File: config.mk
export PLATFORM = sky130hd
export DESIGN_NAME = fetch_unit
export DESIGN_NICKNAME = d
export VERILOG_FILES = /design/src/rtl/cpu_common_pkg.sv /design/src/rtl/fetch_unit.sv
export SDC_FILE = /design/constraint.sdc
export NUM_CORES = 1
export LEC_CHECK = 0
export CAP_MARGIN = 20
export CELL_PAD_IN_SITES_DETAIL_PLACEMENT = 1
export CELL_PAD_IN_SITES_GLOBAL_PLACEMENT = 1
export CORE_UTILIZATION = 30
export CTS_CLUSTER_DIAMETER = 40
export DETAILED_ROUTE_END_ITERATION = 16
export PLACE_DENSITY_LB_ADDON = 0.08
export SYNTH_ARGS = -nofsm -noshare
export SYNTH_HDL_FRONTEND = slang
export SYNTH_SLANG_ARGS = --single-unit
File: constraint.sdc
create_clock -name clk -period 2.1 [get_ports clk]
set_input_delay 0.42 -clock clk [delete_from_list [all_inputs] [get_ports clk]]
set_output_delay 0.42 -clock clk [all_outputs]
set_load 0.02 [all_outputs]
File: src/rtl/cpu_common_pkg.sv
// ----------------------------------------------------------------------------
// cpu_common
//   Types and constants shared between the CPU control FSM and the
//   instruction fetch unit.
//
//   fetch_operation_t : command from control to the fetch unit
//                       (FETCH_NOP / FETCH_INC_PC / FETCH_LOAD_PC)
//   fetch_state_t     : fetch unit sequencing state (FETCHING / DONE)
//   DEFAULT_PC_WIDTH  : default program counter / instruction address width
//   DEFAULT_INSTR_BYTES : default instruction length in bytes
// ----------------------------------------------------------------------------
package cpu_common;

   localparam int DEFAULT_PC_WIDTH    = 16;
   localparam int DEFAULT_INSTR_BYTES = 2;

   typedef enum logic [1:0] {
      FETCH_NOP     = 2'd0,
      FETCH_INC_PC  = 2'd1,
      FETCH_LOAD_PC = 2'd2
   } fetch_operation_t;

   typedef enum logic {
      FETCHING = 1'b0,
      DONE     = 1'b1
   } fetch_state_t;

endpackage

File: src/rtl/fetch_unit.sv
// ----------------------------------------------------------------------------
// fetch_unit
//   Instruction fetch unit. Owns the program counter and reads INSTR_BYTES
//   bytes per instruction from a synchronous byte-wide instruction memory,
//   one read per cycle with the captures trailing the issues by one cycle.
//   The assembled instruction (byte at pc in the MSBs) is presented together
//   with the level signal fetch_complete, which control uses as decode_en.
//
//   Ports:
//     clk             in   sole clock, rising edge
//     rst_async       in   asynchronous active-high reset
//     fetch_operation in   FETCH_NOP / FETCH_INC_PC / FETCH_LOAD_PC, sampled
//                          every rising edge
//     new_pc          in   jump target for FETCH_LOAD_PC
//     fetch_complete  out  instruction valid for current pc (registered)
//     instruction     out  assembled instruction, 8*INSTR_BYTES bits
//     pc              out  address of the current instruction
//     mem_addr        out  instruction memory read address
//     mem_rd_en       out  instruction memory read strobe
//     mem_rd_data     in   read data, valid the cycle after addr/strobe
//
//   Build option:
//     FETCH_BRANCH_ABORT_EN  when defined, FETCH_LOAD_PC during FETCHING
//                            aborts the current fetch and restarts at
//                            new_pc; otherwise every op other than
//                            FETCH_NOP is ignored while fetching.
// ----------------------------------------------------------------------------
module fetch_unit
   import cpu_common::*;
#(
   parameter int                    PC_WIDTH    = DEFAULT_PC_WIDTH,
   parameter int                    INSTR_BYTES = DEFAULT_INSTR_BYTES,
   parameter logic [PC_WIDTH-1:0]   RESET_PC    = '0
) (
   input  logic                     clk,
   input  logic                     rst_async,
   input  fetch_operation_t         fetch_operation,
   input  logic [PC_WIDTH-1:0]      new_pc,
   output logic                     fetch_complete,
   output logic [8*INSTR_BYTES-1:0] instruction,
   output logic [PC_WIDTH-1:0]      pc,
   output logic [PC_WIDTH-1:0]      mem_addr,
   output logic                     mem_rd_en,
   input  logic [7:0]               mem_rd_data
);

   // Index counters must be able to hold INSTR_BYTES (issue_idx terminal value)
   localparam int                  IDX_W     = $clog2(INSTR_BYTES + 1);
   localparam logic [IDX_W-1:0]    NUM_BYTES = IDX_W'(INSTR_BYTES);
   localparam logic [IDX_W-1:0]    LAST_BYTE = IDX_W'(INSTR_BYTES - 1);
   localparam logic [PC_WIDTH-1:0] PC_STEP   = PC_WIDTH'(INSTR_BYTES);

   fetch_state_t             state_q, state_d;
   logic [PC_WIDTH-1:0]      pc_q, pc_d;
   logic [8*INSTR_BYTES-1:0] instr_q, instr_d;
   logic                     complete_q, complete_d;
   logic [IDX_W-1:0]         issue_idx_q, issue_idx_d;
   logic [IDX_W-1:0]         cap_idx_q, cap_idx_d;
   logic                     cap_pending_q, cap_pending_d;

   logic                     issuing;
   logic                     abort;
   logic                     restart;

   // A read goes out every FETCHING cycle until all bytes have been issued
   assign issuing   = (state_q == FETCHING) && (issue_idx_q < NUM_BYTES);
   assign mem_rd_en = issuing;
   assign mem_addr  = issuing ? (pc_q + PC_WIDTH'(issue_idx_q)) : pc_q;

`ifdef FETCH_BRANCH_ABORT_EN
   assign abort = (state_q == FETCHING) && (fetch_operation == FETCH_LOAD_PC);
`else
   assign abort = 1'b0;
`endif

   always_comb begin
      state_d       = state_q;
      pc_d          = pc_q;
      instr_d       = instr_q;
      complete_d    = complete_q;
      issue_idx_d   = issue_idx_q;
      cap_idx_d     = cap_idx_q;
      cap_pending_d = 1'b0;
      restart       = 1'b0;

      case (state_q)
         FETCHING: begin
            if (abort) begin
               // In-flight byte belongs to the abandoned fetch: not captured
               pc_d    = new_pc;
               restart = 1'b1;
            end else begin
               if (issuing) begin
                  issue_idx_d   = issue_idx_q + IDX_W'(1);
                  cap_pending_d = 1'b1;
               end
               if (cap_pending_q) begin
                  // Byte 0 lands in the most significant lane
                  for (int b = 0; b < INSTR_BYTES; b++) begin
                     if (cap_idx_q == IDX_W'(b)) begin
                        instr_d[(INSTR_BYTES-1-b)*8 +: 8] = mem_rd_data;
                     end
                  end
                  if (cap_idx_q == LAST_BYTE) begin
                     state_d    = DONE;
                     complete_d = 1'b1;
                  end else begin
                     cap_idx_d = cap_idx_q + IDX_W'(1);
                  end
               end
            end
         end
         DONE: begin
            case (fetch_operation)
               FETCH_INC_PC: begin
                  pc_d    = pc_q + PC_STEP;
                  restart = 1'b1;
               end
               FETCH_LOAD_PC: begin
                  pc_d    = new_pc;
                  restart = 1'b1;
               end
               default: ;
            endcase
         end
         default: ;
      endcase

      // instruction is deliberately left alone so it holds until overwritten
      if (restart) begin
         state_d       = FETCHING;
         issue_idx_d   = '0;
         cap_idx_d     = '0;
         cap_pending_d = 1'b0;
         complete_d    = 1'b0;
      end
   end

   always_ff @(posedge clk or posedge rst_async) begin
      if (rst_async) begin
         state_q       <= FETCHING;
         pc_q          <= RESET_PC;
         instr_q       <= '0;
         complete_q    <= 1'b0;
         issue_idx_q   <= '0;
         cap_idx_q     <= '0;
         cap_pending_q <= 1'b0;
      end else begin
         state_q       <= state_d;
         pc_q          <= pc_d;
         instr_q       <= instr_d;
         complete_q    <= complete_d;
         issue_idx_q   <= issue_idx_d;
         cap_idx_q     <= cap_idx_d;
         cap_pending_q <= cap_pending_d;
      end
   end

   assign fetch_complete = complete_q;
   assign instruction    = instr_q;
   assign pc             = pc_q;

endmodule

==> Flow_metrics.wiki, run 1 <==
{| class="wikitable"
! Metric !! Value
|-
| Outcome || complete, but fails checks
|-
| Violations in the final reports || setup timing
|-
| TritonCTS clock tree || built
|-
| Required time reported for the critical path endpoint || ~1.7 ns
|-
| Clock sink total || 39
|-
| Maximum number of pins on one net before global-route repair || 40
|-
| First-pass GRT wire length || 12600 um
|-
| Worst-case vdd ir drop || 0.597 mV
|-
| Most frequent cell after synthesis || sky130_fd_sc_hd__dfrtp_1
|-
| Synth warnings || 0
|-
| Hold Path Class || reg -> reg
|-
| Final wirelength || 7770 um
|-
| Synth top area share || 0.435
|-
| Count of buffer and inverter cells on the critical path || 2
|-
| Register area share after synthesis || 0.435
|-
| Post-synth top flop || sky130_fd_sc_hd__dfrtp_1
|-
| Power density over the cells || around 1100 nW/um^2
|-
| Top post-synthesis cells by count || 39 x sky130_fd_sc_hd__dfrtp_1, 18 x sky130_fd_sc_hd__mux2_2, 18 x sky130_fd_sc_hd__nor2_1
|-
| Ports placed on the boundary || 78
|-
| Syn avg cell area || just under 10 um^2
|-
| First-pass iteration count of the detailed router || 4
|-
| Max-cap check violation count || 0
|-
| Worst-case reg-to-reg path depth || 8
|-
| Switching part of the total || 0.402
|-
| Timing-limited maximum frequency || between 300 and 400 MHz
|-
| Die Wd || 88.5 um
|-
| Fraction of layout instances using a drive strength above 1 || 0.374
|-
| Critical path class || reg -> out
|-
| Reg2reg setup slack || around 0.23 ns
|-
| Flop and latch count out of synthesis || 39
|-
| Category of the worst setup path launch point || flip-flop
|-
| Post-synthesis instance area || about 2200 um^2
|-
| Minimum hold slack || between 0.5 and 0.6 ns
|-
| Number of instances in the synthesized netlist || 233
|-
| Clock edge transition at the registers on the reported setup and hold paths || 0.08 ns
|-
| Proportion of synthesized flip-flops having asynchronous set or reset || 1.00
|-
| Transition at the pin with the smallest max-transition slack || 0.538 ns
|-
| Antenna violations before repair || 0
|-
| Number of nets with antenna violations after detailed routing || 0
|-
| EDFF count, synth || 0
|-
| Num rows || 31
|-
| Hold-fix buffer count after cts || 0
|-
| Final weighted congestion in routability-driven placement || just under 0.8
|-
| Hpwl dp || between 5000 and 6000 um
|-
| Worst hold path depth || 1
|-
| Setup slack after layout || -0.552 ns
|-
| Headroom to the max-slew limit || 0.641
|-
| Critical register-to-register path endpoint || pc[15]
|-
| Final critical-path share of the clock period || 1.26
|-
| Worst-path cell with the longest stage delay || sky130_fd_sc_hd__dfrtp_2
|-
| Cell leakage power || 1.66 nW
|-
| Endpoint arrival time on the critical path || about 2.2 ns
|-
| Overall Global Routing Usage || 0.212
|-
| Delay of the slowest critical-path stage || about 0.4 ns
|-
| Final hold violation count || 0
|-
| Final max-slew violation count || 0
|-
| Clock network fraction of design power || 0.121
|-
| Via count || roughly 2400
|-
| Sequence of cells on the critical path || ha_4 > inv_2 > fa_2 > nor4b_4 > nand3b_1 > nor2_2 > xnor2_2 > buf_4
|-
| Unrepaired setup endpoints after global routing || true
|-
| CP endpoint kind || output port
|-
| Max Buffers Root-to-Sink || 2
|-
| RR Startpoint || pc[1]
|-
| Gate family responsible for the most delay along the worst path || simple AND/OR/NAND/NOR gates
|-
| Number of inserted diodes || 0
|-
| Area added between synthesis and finish || 72.4%
|-
| # H-tree levels || 2
|-
| Final net count || ~410
|-
| Total of endpoints with negative setup slack in the final report || 15
|-
| Die H || a little under 90 um
|-
| Final routed wire length divided by cell count || approximately 16 um
|-
| Largest area contributor in the synthesized netlist || sky130_fd_sc_hd__dfrtp_1
|-
| Count of input and output buffers || 77
|-
| Clock latency on the worst-skew pair || roughly 0.30 ns
|-
| End of the worst hold path || instruction[4]
|-
| Internal power || around 2.6 mW
|-
| Floorplan Core Area || between 7000 and 8000 um^2
|-
| Synthesized net count || approximately 270
|-
| Worst Min Path Start || instruction[4]
|-
| Initial Util || 0.309
|-
| Detail-routed via count per cell || between 5 and 6
|-
| Util after Layout || 0.534
|-
| DR DRC count || 0
|-
| Area of the die || about 7800 um^2
|-
| Cell at the root of the clock tree || sky130_fd_sc_hd__clkbuf_8
|-
| Worst Clk Skew || approximately 0.0077 ns
|-
| Time the final worst path needs with I/O delays and setup || 2.65 ns
|-
| Critical-path maximum fanout || 3
|-
| Dominant cells by area after synthesis || sky130_fd_sc_hd__dfrtp_1 43%, sky130_fd_sc_hd__mux2_2 9.0%, sky130_fd_sc_hd__ha_1 3.9%
|-
| Switching power total || about 1.7 mW
|-
| Number of global-route vias before repair || roughly 2600
|-
| Comb power frac || 0.599
|-
| Post-synth cell types || between 40 and 50
|-
| Number of buffers created by CTS || 5
|-
| Total grt overflow || 0
|-
| Reg power frac || 0.281
|-
| Initial drt markers || 72
|}
layout by cell type (no fill, tap or decap), drive strengths merged, types with 3 or more instances in the layout:
cell type / instances
a21oi: 12
and3: 4
buf: 82
clkbuf: 5
clkdlybuf4s50: 60
dfrtp: 39
ha: 7
inv: 15
mux2: 18
mux2i: 3
nand2: 14
nand2b: 3
nand3: 13
nand4: 5
nor2: 19
nor3: 6
nor4: 5
o211ai: 4
o21ai: 13
o22ai: 6
xnor2: 10
xor2: 4
power by group through the flow:
stage / registers, mW / logic [mW] / clock network (mW)
after floorplan: 1.60 / 0.797 / 0
after global placement: 1.22 / 2.36 / 0
after detailed placement: 1.24 / 2.41 / 0
after CTS: 1.22 / 2.55 / 0.548
after global routing: 1.26 / 2.81 / 0.574
final: 1.22 / 2.61 / 0.525
sequential cells by signal, summed over array words and instances, names as in the netlist:
name / count
cap_idx_q: 2
cap_pending_q: 1
fetch_complete: 1
instruction: 16
issue_idx_q: 2
pc: 16
state_q: 1
layout make-up:
class                   count  area [um^2]
multi-input cells         169         1370
clock inverters             3         20.0
inverters                  15         56.3
well taps                  99          124
clock buffers               5         68.8
fillers                   828         3380
flip-flops and latches     39          978
repair buffers            143         1250
per-stage QoR:
step	instance area [um^2]	power (mW)	TNS, ns	setup slack [ns]	instances
6_report	3870	4.35	-5.33	-0.552	473
3_5_place_dp	3580	3.64	-8.26	-0.714	453
2_1_floorplan	2320	2.40	-0.483	-0.182	233
5_1_grt	3870	4.64	-6.77	-0.700	473
4_1_cts	3830	4.33	-5.31	-0.570	470
3_3_place_gp	3580	3.58	-7.63	-0.644	453
worst max path at each step:
stage                              end           start  slack (ns)  cells after the start
final                     mem_addr[12]           pc[0]       -0.55                      8
after CTS                 mem_addr[10]  issue_idx_q[0]       -0.57                      8
after global placement    mem_addr[14]  issue_idx_q[0]       -0.64                      8
after detailed placement  mem_addr[12]  issue_idx_q[0]       -0.71                      8
after floorplan           mem_addr[14]           pc[0]       -0.18                      7
after global routing      mem_addr[12]  issue_idx_q[0]       -0.70                      8
repair_timing:
item	4_1_cts	5_1_grt
resized for setup	112	5
gates cloned	0	0
endpoints found under the setup margin	17	16
pin swaps	21	7
hold endpoints to repair	0	0
buffers inserted	10	4
logic make-up (layout without fill, tap and decap cells):
| group | after synthesis | after routing | synth area share |
|---|---|---|---|
| adders and majority gates | 8 | 8 | 0.0479 |
| buffers and inverters | 25 | 166 | 0.0446 |
| DFF | 39 | 39 | 0.435 |
| AOI/OAI and AO/OA | 49 | 49 | 0.137 |
| xor gates and xnor gates | 14 | 14 | 0.0546 |
| and+or+nand+nor | 77 | 77 | 0.178 |
| muxes | 21 | 21 | 0.104 |
layer usage:
metal | part of all wire | global-route usage
met3 | 0.054 | 0.0532
met4 | 0.019 | 0.0557
met5 | 0 | 0
met1 | 0.40 | 0.238
met2 | 0.53 | 0.397
(Power assumes the default switching activity.)
==> inputs of run 2 (changes only) <==
- CORE_UTILIZATION: 30 -> 31
- CTS_BUF_LIST: unset -> sky130_fd_sc_hd__clkbuf_2 sky130_fd_sc_hd__clkbuf_4 sky130_fd_sc_hd__clkbuf_8
==> Flow_metrics.wiki, run 2 (same netlist as run 1, synthesis figures left out) <==
{| class="wikitable"
! Metric !! Value
|-
| Final max-slew violation count || 0 (unchanged)
|-
| Timing-limited maximum frequency || 373 MHz (-1.2%)
|-
| Floorplan Core Area || 6910 um^2 (-4.8%)
|-
| Comb power frac || 0.589 (-0.010)
|-
| Fraction of layout instances using a drive strength above 1 || 0.387 (+0.0129)
|-
| CP endpoint kind || output port
|-
| Number of nets with antenna violations after detailed routing || 0 (unchanged)
|-
| Final Power || 4.30 mW (-1.1%)
|-
| Outcome || complete, but fails checks
|-
| Clock edge transition at the registers on the reported setup and hold paths || 0.09 ns (about the same)
|-
| Number of inserted diodes || 0 (unchanged)
|-
| Switching part of the total || 0.403 (+0.00152)
|-
| Final weighted congestion in routability-driven placement || 0.835 (+6.4%)
|-
| Final hold violation count || 0 (unchanged)
|-
| Clock latency on the worst-skew pair || 0.30 ns (about the same)
|-
| First-pass GRT wire length || 12600 um (+0.45%)
|-
| Switching power total || 1.74 mW (-0.77%)
|-
| Total grt overflow || 0 (unchanged)
|-
| Placed Cells || 454 (+0.22%)
|-
| Transition at the pin with the smallest max-transition slack || 0.533 ns (-0.00523 ns)
|-
| Category of the worst setup path launch point || flip-flop
|-
| Detail-routed via count per cell || 5.02 (-0.84%)
|-
| Setup slack after layout || -0.584 ns (-0.0318 ns)
|-
| Required time reported for the critical path endpoint || 1.68 ns (about the same)
|-
| Power density over the cells || 1100 nW/um^2 (-2.2%)
|-
| Clock network fraction of design power || 0.127 (+0.006)
|-
| Overall Global Routing Usage || 0.220 (+0.00748)
|-
| TritonCTS clock tree || built
|-
| Fill cell total of the finished layout || 789 (-4.7%)
|-
| Hpwl dp || 5850 um (+2.7%)
|-
| Initial drt markers || 76 (+5.6%)
|-
| Worst Clk Skew || 0.00932 ns (+0.00164 ns)
|-
| Clock sink total || 39 (unchanged)
|-
| Time the final worst path needs with I/O delays and setup || 2.68 ns (+0.0318 ns)
|-
| Initial Util || 0.325 (+0.0155)
|-
| Max Buffers Root-to-Sink || 2 (unchanged)
|-
| Worst-case vdd ir drop || 0.597 mV (about the same)
|-
| Final wirelength || 7850 um (+1.1%)
|-
| Final routed wire length divided by cell count || 16.6 um (+1.1%)
|-
| Commonest non-fill, non-tap cells in the layout || 77 x sky130_fd_sc_hd__buf_4, 60 x sky130_fd_sc_hd__clkdlybuf4s50_1, 37 x sky130_fd_sc_hd__dfrtp_1
|-
| Hold Path Class || reg -> reg
|-
| Delay of the slowest critical-path stage || 0.42 ns (+0.03 ns)
|-
| Number of buffers created by CTS || 5 (unchanged)
|-
| Max-cap check violation count || 0 (unchanged)
|-
| Critical path class || reg -> out
|-
| Cell leakage power || 1.69 nW (+1.9%)
|-
| Ports placed on the boundary || 78 (unchanged)
|-
| Headroom to the max-slew limit || 0.645 (+0.00348)
|-
| Area of the die || 7580 um^2 (-3.2%)
|-
| Critical-path maximum fanout || 3 (unchanged)
|-
| DR DRC count || 0 (unchanged)
|-
| Internal power || 2.57 mW (-1.4%)
|-
| Cell at the root of the clock tree || sky130_fd_sc_hd__clkbuf_8
|-
| Via count || 2374 (-0.84%)
|-
| Reg power frac || 0.284 (+0.003)
|-
| Number of global-route vias before repair || 2522 (-1.1%)
|-
| Count of input and output buffers || 77 (unchanged)
|-
| Die Wd || 87.1 um (-1.6%)
|-
| First-pass iteration count of the detailed router || 4 (unchanged)
|-
| Area used by multi-input combinational logic || 1390 um^2 (+1.6%)
|-
| Sequence of cells on the critical path || ha_4 > inv_2 > fa_2 > nor4b_4 > nand3b_1 > buf_4 > xnor2_2 > buf_4
|-
| Worst-path cell with the longest stage delay || sky130_fd_sc_hd__dfrtp_1
|-
| Final instance count without filler cells || 473 (unchanged)
|-
| Maximum number of pins on one net before global-route repair || 40 (unchanged)
|-
| Most numerous cell on the critical path || sky130_fd_sc_hd__buf_4
|-
| Unrepaired setup endpoints after global routing || true
|-
| Setup TNS || -5.28 ns (+0.0404 ns)
|-
| Area added between synthesis and finish || 74.2%
|-
| Most common cell after layout, fill and taps aside || sky130_fd_sc_hd__buf_4
|-
| Reg2reg setup slack || 0.23 ns (about the same)
|-
| Endpoint arrival time on the critical path || 2.26 ns (+0.03 ns)
|-
| Minimum hold slack || 0.509 ns (+0.00331 ns)
|-
| Antenna violations before repair || 0 (unchanged)
|-
| Total of endpoints with negative setup slack in the final report || 15 (unchanged)
|-
| Final net count || 412 (+0.73%)
|-
| Sequential Area || 978 um^2 (unchanged)
|-
| Final critical-path share of the clock period || 1.28 (+0.0152)
|-
| Die H || 87.1 um (-1.6%)
|-
| Post-place setup slack || -0.752 ns (-0.0380 ns)
|-
| # H-tree levels || 2 (unchanged)
|-
| Hold-fix buffer count after cts || 0 (unchanged)
|-
| Num rows || 30 (-3.2%)
|-
| Violations in the final reports || setup timing
|}
==> run 2: worst paths after layout <==
check,startpoint,endpoint,cells after the start
min in group asynchronous,rst_async,pc[6],3
max reg2reg,pc[1],pc[15],8
min reg2reg,instruction[15],instruction[15],1
max in group asynchronous,rst_async,pc[0],3
min,instruction[15],instruction[15],1
max,issue_idx_q[0],mem_addr[10],8
==> run 2: metrics by stage <==
step	util	area, um^2
floorplan	-	2320
global placement	0.522	3600
detailed placement	0.522	3600
CTS	0.553	3820
global route	0.566	3910
finish	0.566	3910
==> run 2: layout make-up <==
cell class | instances | area share
flip-flops and latches | 39 | 0.250
clock inverters | 3 | 0.00608
clock buffers | 5 | 0.0176
inverters | 15 | 0.0144
repair buffers | 146 | 0.325
multi-input cells | 169 | 0.356
well taps | 96 | 0.0307
==> run 2: timing repair <==
action,4_1_cts,5_1_grt
resized for setup,108,11
pin swaps,13,12
endpoints found under the setup margin,17,15
buffers inserted,6,6
==> run 2: metal layers <==
layer,GRT usage,vias up,share of wire
li1,-,1130,-
met3,0.0417,8,0.036
met1,0.260,1185,0.42
met4,0.0641,0,0.012
met2,0.402,51,0.53
met5,0,-,0
==> run 2: power by group through the flow <==
stage / sequential [mW] / clock [mW] / combinational [mW]
global route: 1.26 / 0.591 / 2.71
floorplan: 1.60 / 0 / 0.797
finish: 1.22 / 0.545 / 2.53
global placement: 1.22 / 0 / 2.37
CTS: 1.22 / 0.563 / 2.49
detailed placement: 1.24 / 0 / 2.42
==> run 2: worst max-delay path: cells and delay by family (launching register included) <==
kind          cells  cell delay (ns)
fa+ha+maj         2             0.54
buf+inv           3             0.38
xor+xnor          1             0.12
flops             1             0.42
simple gates      2             0.52
